`src/rtl/pq_pkg.sv`:
```
// Shared definitions for the binary-heap priority queue.
// Only the controller state lives here; key/value widths are per-instance.
package pq_pkg;

    typedef enum logic [1:0] {
        IDLE,
        SIFT_UP,
        SIFT_DOWN
    } pq_state_e;

endpackage

```
`src/rtl/heap_cmp.sv`:
```
// Strict "better than" test between two keys: a smaller key ranks first in a
// min-queue, a larger key in a max-queue. Equal keys are never better.
module heap_cmp #(
    parameter int KEY_W     = 8,
    parameter int MAX_FIRST = 0
) (
    input  logic [KEY_W-1:0] a_key_i,
    input  logic [KEY_W-1:0] b_key_i,
    output logic             better_o
);

    assign better_o = (MAX_FIRST != 0) ? (a_key_i > b_key_i) : (a_key_i < b_key_i);

endmodule

```
`src/rtl/heap_pq_param.sv`:
```
// Binary-heap priority queue: one compare/swap per cycle while sifting,
// with the top item always presented on kvo_key/kvo_val.
module heap_pq_param
    import pq_pkg::*;
#(
    parameter int KEY_W     = 8,
    parameter int VAL_W     = 8,
    parameter int LEVELS    = 3,
    parameter int MAX_FIRST = 0
) (
    input  logic              clk,
    input  logic              rst,
    input  logic              enq,
    input  logic              deq,
    input  logic [KEY_W-1:0]  kvi_key,
    input  logic [VAL_W-1:0]  kvi_val,
    output logic [KEY_W-1:0]  kvo_key,
    output logic [VAL_W-1:0]  kvo_val,
    output logic              kvo_valid,
    output logic              full,
    output logic              empty,
    output logic              busy,
    output logic [LEVELS-1:0] count
);

    localparam int DEPTH = (1 << LEVELS) - 1;

    typedef logic [KEY_W-1:0]  key_t;
    typedef logic [VAL_W-1:0]  val_t;
    typedef logic [LEVELS-1:0] idx_t;
    typedef logic [LEVELS:0]   widx_t;

    localparam idx_t ROOT = idx_t'(1);

    key_t      heap_key_q [1:DEPTH];
    val_t      heap_val_q [1:DEPTH];
    pq_state_e state_q, state_d;
    idx_t      count_q, count_d;
    idx_t      idx_q, idx_d;

    logic      full_w, empty_w;
    widx_t     left_w, right_w, cnt_w, grand_w;
    logic      left_ok, right_ok, grand_ok;
    idx_t      left_idx, right_idx, child_idx, parent_idx;
    idx_t      cand_idx, node_idx, ins_idx;
    logic      right_better, pick_right, cand_better;
    logic      do_ins, do_rem, do_rep, do_swap;

    assign full_w  = (count_q == idx_t'(DEPTH));
    assign empty_w = (count_q == '0);
    assign ins_idx = count_q + ROOT;

    // Child indices are formed one bit wider so 2i never wraps; a node
    // exists only if its index does not exceed the current count.
    assign cnt_w     = {1'b0, count_q};
    assign left_w    = {idx_q, 1'b0};
    assign right_w   = {idx_q, 1'b1};
    assign left_ok   = (left_w <= cnt_w);
    assign right_ok  = (right_w <= cnt_w);
    assign left_idx  = left_ok  ? left_w[LEVELS-1:0]  : ROOT;
    assign right_idx = right_ok ? right_w[LEVELS-1:0] : ROOT;

    heap_cmp #(.KEY_W(KEY_W), .MAX_FIRST(MAX_FIRST)) u_cmp_child (
        .a_key_i  (heap_key_q[right_idx]),
        .b_key_i  (heap_key_q[left_idx]),
        .better_o (right_better)
    );

    assign pick_right = right_ok & right_better;
    assign child_idx  = pick_right ? right_idx : left_idx;
    assign grand_w    = {child_idx, 1'b0};
    assign grand_ok   = (grand_w <= cnt_w);
    assign parent_idx = (idx_q > ROOT) ? (idx_q >> 1) : ROOT;

    // Sift-up compares the node against its parent; sift-down compares the
    // chosen child against the node. Both swap cand_idx with node_idx.
    assign cand_idx = (state_q == SIFT_UP) ? idx_q      : child_idx;
    assign node_idx = (state_q == SIFT_UP) ? parent_idx : idx_q;

    heap_cmp #(.KEY_W(KEY_W), .MAX_FIRST(MAX_FIRST)) u_cmp_node (
        .a_key_i  (heap_key_q[cand_idx]),
        .b_key_i  (heap_key_q[node_idx]),
        .better_o (cand_better)
    );

    // NOTE: every output of this block gets a default first, so no path
    // through the case can leave a value held and infer a latch.
    always_comb begin
        state_d = state_q;
        count_d = count_q;
        idx_d   = idx_q;
        do_ins  = 1'b0;
        do_rem  = 1'b0;
        do_rep  = 1'b0;
        do_swap = 1'b0;
        case (state_q)
            IDLE: begin
                if (enq && !full_w && (!deq || empty_w)) begin
                    do_ins  = 1'b1;
                    count_d = ins_idx;
                    idx_d   = ins_idx;
                    state_d = empty_w ? IDLE : SIFT_UP;
                end else if (deq && !empty_w) begin
                    idx_d = ROOT;
                    if (enq) begin
                        do_rep  = 1'b1;
                        state_d = (count_q > ROOT) ? SIFT_DOWN : IDLE;
                    end else begin
                        do_rem  = 1'b1;
                        count_d = count_q - ROOT;
                        state_d = (count_q > idx_t'(2)) ? SIFT_DOWN : IDLE;
                    end
                end
            end
            SIFT_UP: begin
                state_d = IDLE;
                if ((idx_q != ROOT) && cand_better) begin
                    do_swap = 1'b1;
                    idx_d   = parent_idx;
                    state_d = (parent_idx == ROOT) ? IDLE : SIFT_UP;
                end
            end
            SIFT_DOWN: begin
                state_d = IDLE;
                if (left_ok && cand_better) begin
                    do_swap = 1'b1;
                    idx_d   = child_idx;
                    state_d = grand_ok ? SIFT_DOWN : IDLE;
                end
            end
            default: state_d = IDLE;
        endcase
    end

    // NOTE: state registers use non-blocking assignments so every flop
    // samples the pre-edge values, which the swap below depends on.
    always_ff @(posedge clk) begin
        if (rst) begin
            state_q <= IDLE;
            count_q <= '0;
            idx_q   <= ROOT;
        end else begin
            state_q <= state_d;
            count_q <= count_d;
            idx_q   <= idx_d;
        end
    end

    // NOTE: heap storage is deliberately not reset; slots above count are
    // never observed, so clearing them would only cost reset fan-out.
    always_ff @(posedge clk) begin
        if (do_ins) begin
            heap_key_q[ins_idx] <= kvi_key;
            heap_val_q[ins_idx] <= kvi_val;
        end else if (do_rep) begin
            heap_key_q[ROOT] <= kvi_key;
            heap_val_q[ROOT] <= kvi_val;
        end else if (do_rem) begin
            heap_key_q[ROOT] <= heap_key_q[count_q];
            heap_val_q[ROOT] <= heap_val_q[count_q];
        end else if (do_swap) begin
            heap_key_q[cand_idx] <= heap_key_q[node_idx];
            heap_val_q[cand_idx] <= heap_val_q[node_idx];
            heap_key_q[node_idx] <= heap_key_q[cand_idx];
            heap_val_q[node_idx] <= heap_val_q[cand_idx];
        end
    end

    assign kvo_key   = heap_key_q[ROOT];
    assign kvo_val   = heap_val_q[ROOT];
    assign busy      = (state_q != IDLE);
    assign kvo_valid = !empty_w && !busy;
    assign full      = full_w;
    assign empty     = empty_w;
    assign count     = count_q;

endmodule

```
`config.mk`:
```
export PLATFORM = sky130hd
export DESIGN_NAME = heap_pq_param
export DESIGN_NICKNAME = d
export VERILOG_FILES = /design/src/rtl/pq_pkg.sv /design/src/rtl/heap_cmp.sv /design/src/rtl/heap_pq_param.sv
export SDC_FILE = /design/constraint.sdc
export NUM_CORES = 1
export LEC_CHECK = 0
export BUFFER_PORTS_ARGS = -buffer_cell sky130_fd_sc_hd__buf_2
export CAP_MARGIN = 5
export CORE_MARGIN = 1
export CORE_UTILIZATION = 30
export CTS_CLUSTER_SIZE = 16
export DETAILED_ROUTE_END_ITERATION = 16
export SYNTH_ARGS = -nofsm -noshare
export SYNTH_HDL_FRONTEND = slang
export SYNTH_HIERARCHICAL = 1
export SYNTH_SLANG_ARGS = --single-unit
```
`constraint.sdc`:
```
create_clock -name clk -period 11 [get_ports clk]
set_clock_uncertainty 0.2 [all_clocks]
set_input_delay 1.1 -clock clk [delete_from_list [all_inputs] [get_ports clk]]
set_output_delay 1.1 -clock clk [all_outputs]
set_load 0.005 [all_outputs]
```
==> impl_metrics.xml <==
<?xml version="1.0" encoding="UTF-8"?>
<metrics>
  <group name="outcome">
    <metric name="status" unit="">completed</metric>
  </group>
  <group name="sta">
    <metric name="timing.setup.tns" unit="ns">0</metric>
    <metric name="final_setup_fails" unit="">0</metric>
    <metric name="timing.max_slew.rel_slack" unit="%">20.3</metric>
    <metric name="rsz_0062_raised_after_global_routing" unit="">no</metric>
    <metric name="post-route-min-period" unit="ns">9.45</metric>
    <metric name="timing_worst_slew_pin_value" unit="ns">1.19</metric>
    <metric name="final_clock_period_utilization_by_the_worst_path" unit="%">85.9</metric>
    <metric name="max_clock_freq" unit="MHz">106</metric>
    <metric name="post_route_hold_slack" unit="ns">0.403</metric>
    <metric name="timing_max_transition_violations_final" unit="">0</metric>
    <metric name="hold_viol_final" unit="">0</metric>
  </group>
  <group name="cts">
    <metric name="cts_resized" unit="">0</metric>
    <metric name="clk_root_buffer_cell" unit="">clkbuf_16</metric>
    <metric name="cts_inserted_buffers" unit="">17</metric>
    <metric name="cts_buffer_depth" unit="">2</metric>
    <metric name="clk_transition_reported_paths" unit="ns">0.06</metric>
    <metric name="cts_hold_buffers" unit="">0</metric>
    <metric name="cts-htree-levels" unit="">4</metric>
    <metric name="cts.repair_timing.setup_buffer_count" unit="">0</metric>
    <metric name="cts_tree" unit="">yes</metric>
    <metric name="cts.sinks" unit="">123</metric>
    <metric name="clock_insertion_delay_worst_skew" unit="ns">0.42</metric>
  </group>
  <group name="synth">
    <metric name="flop_and_latch_count_out_of_synthesis" unit="">123</metric>
    <metric name="synth.yosys.seq_area_share" unit="%">36.8</metric>
    <metric name="synth_top_cell_area_share" unit="%">34.5</metric>
    <metric name="synthArstFlopShare" unit="%">0</metric>
    <metric name="xor_xnor_fraction_of_synth_area" unit="%">0.180</metric>
    <metric name="synthDominantAreaCellType" unit="">edfxtp_1</metric>
    <metric name="largest_family_of_logic_cells_by_synthesized_area" unit="">compound AO/OA/AOI/OAI gates</metric>
    <metric name="post_synth.cell_area_avg" unit="um2">9.08</metric>
    <metric name="synth_compound_gate_area_share" unit="%">27.6</metric>
    <metric name="synth_adder_area_share" unit="%">3.59</metric>
    <metric name="simple_gate_share_of_the_synthesized_area" unit="%">15.3</metric>
    <metric name="post_synth_mux_area_share" unit="%">10.8</metric>
    <metric name="synth.top_cells.by_area" unit="">edfxtp_1 35%, mux2i_1 6.7%, a21oi_1 4.9%</metric>
    <metric name="yosysWarningCount" unit="">6</metric>
    <metric name="syn-instance-count" unit="">1073</metric>
    <metric name="synth_cell_type_count" unit="">69</metric>
    <metric name="postSynthNetCount" unit="">1121</metric>
    <metric name="commonest_register_cell_after_synthesis" unit="">edfxtp_1</metric>
    <metric name="synth.cell_area" unit="um2">9750</metric>
    <metric name="synth_edf_count" unit="">112</metric>
  </group>
  <group name="worst_setup_path">
    <metric name="critical_path_peak_fanout" unit="">64</metric>
    <metric name="max_stage_delay" unit="ns">0.89</metric>
    <metric name="cp.required" unit="ns">10.83</metric>
    <metric name="critical-path-top-cell-by-count" unit="">ha_1</metric>
    <metric name="arrival" unit="ns">9.28</metric>
    <metric name="cpLargestDelayFamily" unit="">compound AO/OA/AOI/OAI gates</metric>
    <metric name="ff2ff_setup_slack" unit="ns">1.55</metric>
    <metric name="worstSetupPathType" unit="">reg2reg</metric>
    <metric name="critical_path_buf_inv_count" unit="">2</metric>
    <metric name="critPathSlowestCell" unit="">o21ai_2</metric>
    <metric name="setup.worst_path.end_class" unit="">register</metric>
    <metric name="cp-start-kind" unit="">register</metric>
  </group>
  <group name="routing">
    <metric name="wire_length_per_cell" unit="um">22.2</metric>
    <metric name="vias_per_cell" unit="">5.98</metric>
    <metric name="detailedRoute.firstIterationViolations" unit="">1090</metric>
    <metric name="first_pass_iters" unit="">5</metric>
    <metric name="antenna_violating_nets_post_route" unit="">0</metric>
    <metric name="vias" unit="">9042</metric>
    <metric name="finalWirelength" unit="um">33500</metric>
    <metric name="drc" unit="">0</metric>
  </group>
  <group name="placement">
    <metric name="place.gp.congestion" unit="">0.927</metric>
    <metric name="numPlacedInstances" unit="">1480</metric>
    <metric name="hpwl" unit="um">22400</metric>
    <metric name="placement.io_buffers" unit="">42</metric>
  </group>
  <group name="global_routing">
    <metric name="grt_pass1_wl" unit="um">51100</metric>
    <metric name="first_global_vias" unit="">8607</metric>
    <metric name="number_of_antenna_violations_at_the_first_check_in_global_routing" unit="">0</metric>
    <metric name="grt.overflow.total" unit="">0</metric>
    <metric name="grt_util_all_layers" unit="%">20.1</metric>
    <metric name="grt_start_max_net_pins" unit="">77</metric>
  </group>
  <group name="cells_and_area">
    <metric name="design.final.nets" unit="">1113</metric>
    <metric name="num_antenna_cells" unit="">0</metric>
    <metric name="area_growth" unit="%">11.5</metric>
    <metric name="post_layout_nonfiller_instances" unit="">1513</metric>
    <metric name="final-seq-area" unit="um2">3590</metric>
    <metric name="final.fill_count" unit="">3216</metric>
    <metric name="multi_input_area" unit="um2">5650</metric>
    <metric name="share_of_final_layout_standard_cells_stronger_than_drive_strength_1" unit="%">13.9</metric>
  </group>
  <group name="flow_run">
    <metric name="max-cap-violations" unit="">0</metric>
  </group>
  <group name="floorplanning">
    <metric name="design.core.area" unit="um2">31800</metric>
    <metric name="number_of_standard_cell_rows_in_the_floorplan" unit="">65</metric>
    <metric name="floorplan.initialDensity" unit="%">30.7</metric>
    <metric name="die_h" unit="um">182</metric>
    <metric name="die-width" unit="um">182</metric>
    <metric name="ios" unit="">43</metric>
    <metric name="floorplan.die_area" unit="um2">33200</metric>
  </group>
  <group name="min_path">
    <metric name="holdCritPathClass" unit="">reg2reg</metric>
  </group>
</metrics>
-- worst paths after layout --
check	from	end	cells past startpoint
setup / recovery	idx_q[0]	heap_key_q[1][1]	26
hold / removal	state_q[1]	state_q[1]	2
setup reg to reg	idx_q[0]	heap_key_q[1][1]	26
hold reg to reg	state_q[1]	state_q[1]	2
-- cell families (layout without fill, tap and decap cells) --
logic type | Yosys count | count (layout)
AO/OA/AOI/OAI | 392 | 392
AND/OR/NAND/NOR | 328 | 328
flip-flops | 123 | 123
buffers and inverters | 115 | 120
multiplexers | 85 | 85
adder cells (fa/ha/maj) | 28 | 28
XOR/XNOR | 2 | 2
-- flip-flops by register name, summed over array words and instances, names as in the netlist, named ones only --
signal      count
count           3
heap_key_q     56
heap_val_q     56
idx_q           3
state_q         2
-- cell type report --
class	count	area share, %
repair buffers	56	2.97
well taps	435	5.01
inverters	32	1.11
multi-input cells	835	52.0
flip-flops and latches	123	33.0
clock buffers	17	3.91
clock inverters	15	2.03
-- cell usage in the layout, fill, tap and decap left out, drive strengths merged, types with 28 or more instances in the layout --
cell type / instances
a21o: 45
a21oi: 99
buf: 56
edfxtp: 112
ha: 28
inv: 35
mux2i: 65
nand2: 122
nand3: 34
nor2: 103
o211ai: 28
o21ai: 81
-- per-layer routing --
layer  track usage (%)  wire length, um
met1              27.3            14300
met2              31.0            14900
met3              4.83             3440
met4              7.26              891
met5                 0                0
-- worst reg2reg max path, delay by kind of cell (launching register included) --
family                   cells  cell delay, ns
buffers and inverters        2            1.09
AND/OR/NAND/NOR              6            1.36
flip-flops                   1            0.32
adder cells (fa/ha/maj)      3            0.91
AO/OA/AOI/OAI               14            4.97
multiplexers                 1            0.22
-- Yosys cell counts, types with 3 or more instances --
library cell,instances
a211o_1,8
a211oi_1,11
a211oi_2,7
a21boi_0,5
a21o_1,44
a21oi_1,95
a21oi_2,4
a221o_1,8
a221oi_1,9
a22oi_1,18
a31oi_1,9
and2_1,3
and3_1,10
buf_1,7
buf_2,33
buf_4,11
buf_6,5
clkbuf_1,25
dfxtp_1,11
edfxtp_1,112
ha_1,28
inv_1,32
mux2_2,4
mux2i_1,65
mux4_2,16
nand2_1,122
nand2b_1,15
nand3_1,34
nand3b_1,3
nand4_1,13
nor2_1,101
nor2b_1,5
o211ai_1,28
o21a_1,10
o21ai_0,72
o21ai_1,8
o221a_2,9
o22a_1,12
o22ai_1,12
o41ai_1,8
or3b_2,3
or4_1,4
-- through the flow --
step	cell area, um2	setup WS (ns)	util (%)
floorplan	9750	3.33	-
global placement	10200	1.78	32.1
detailed placement	10200	1.54	32.1
CTS	10900	1.51	34.1
global route	10900	0.883	34.2
finish	10900	1.55	34.2
Power is left out: the tool's default activity adds up to more than one toggle a clock period on the data nets, which glitch-free logic cannot reach.
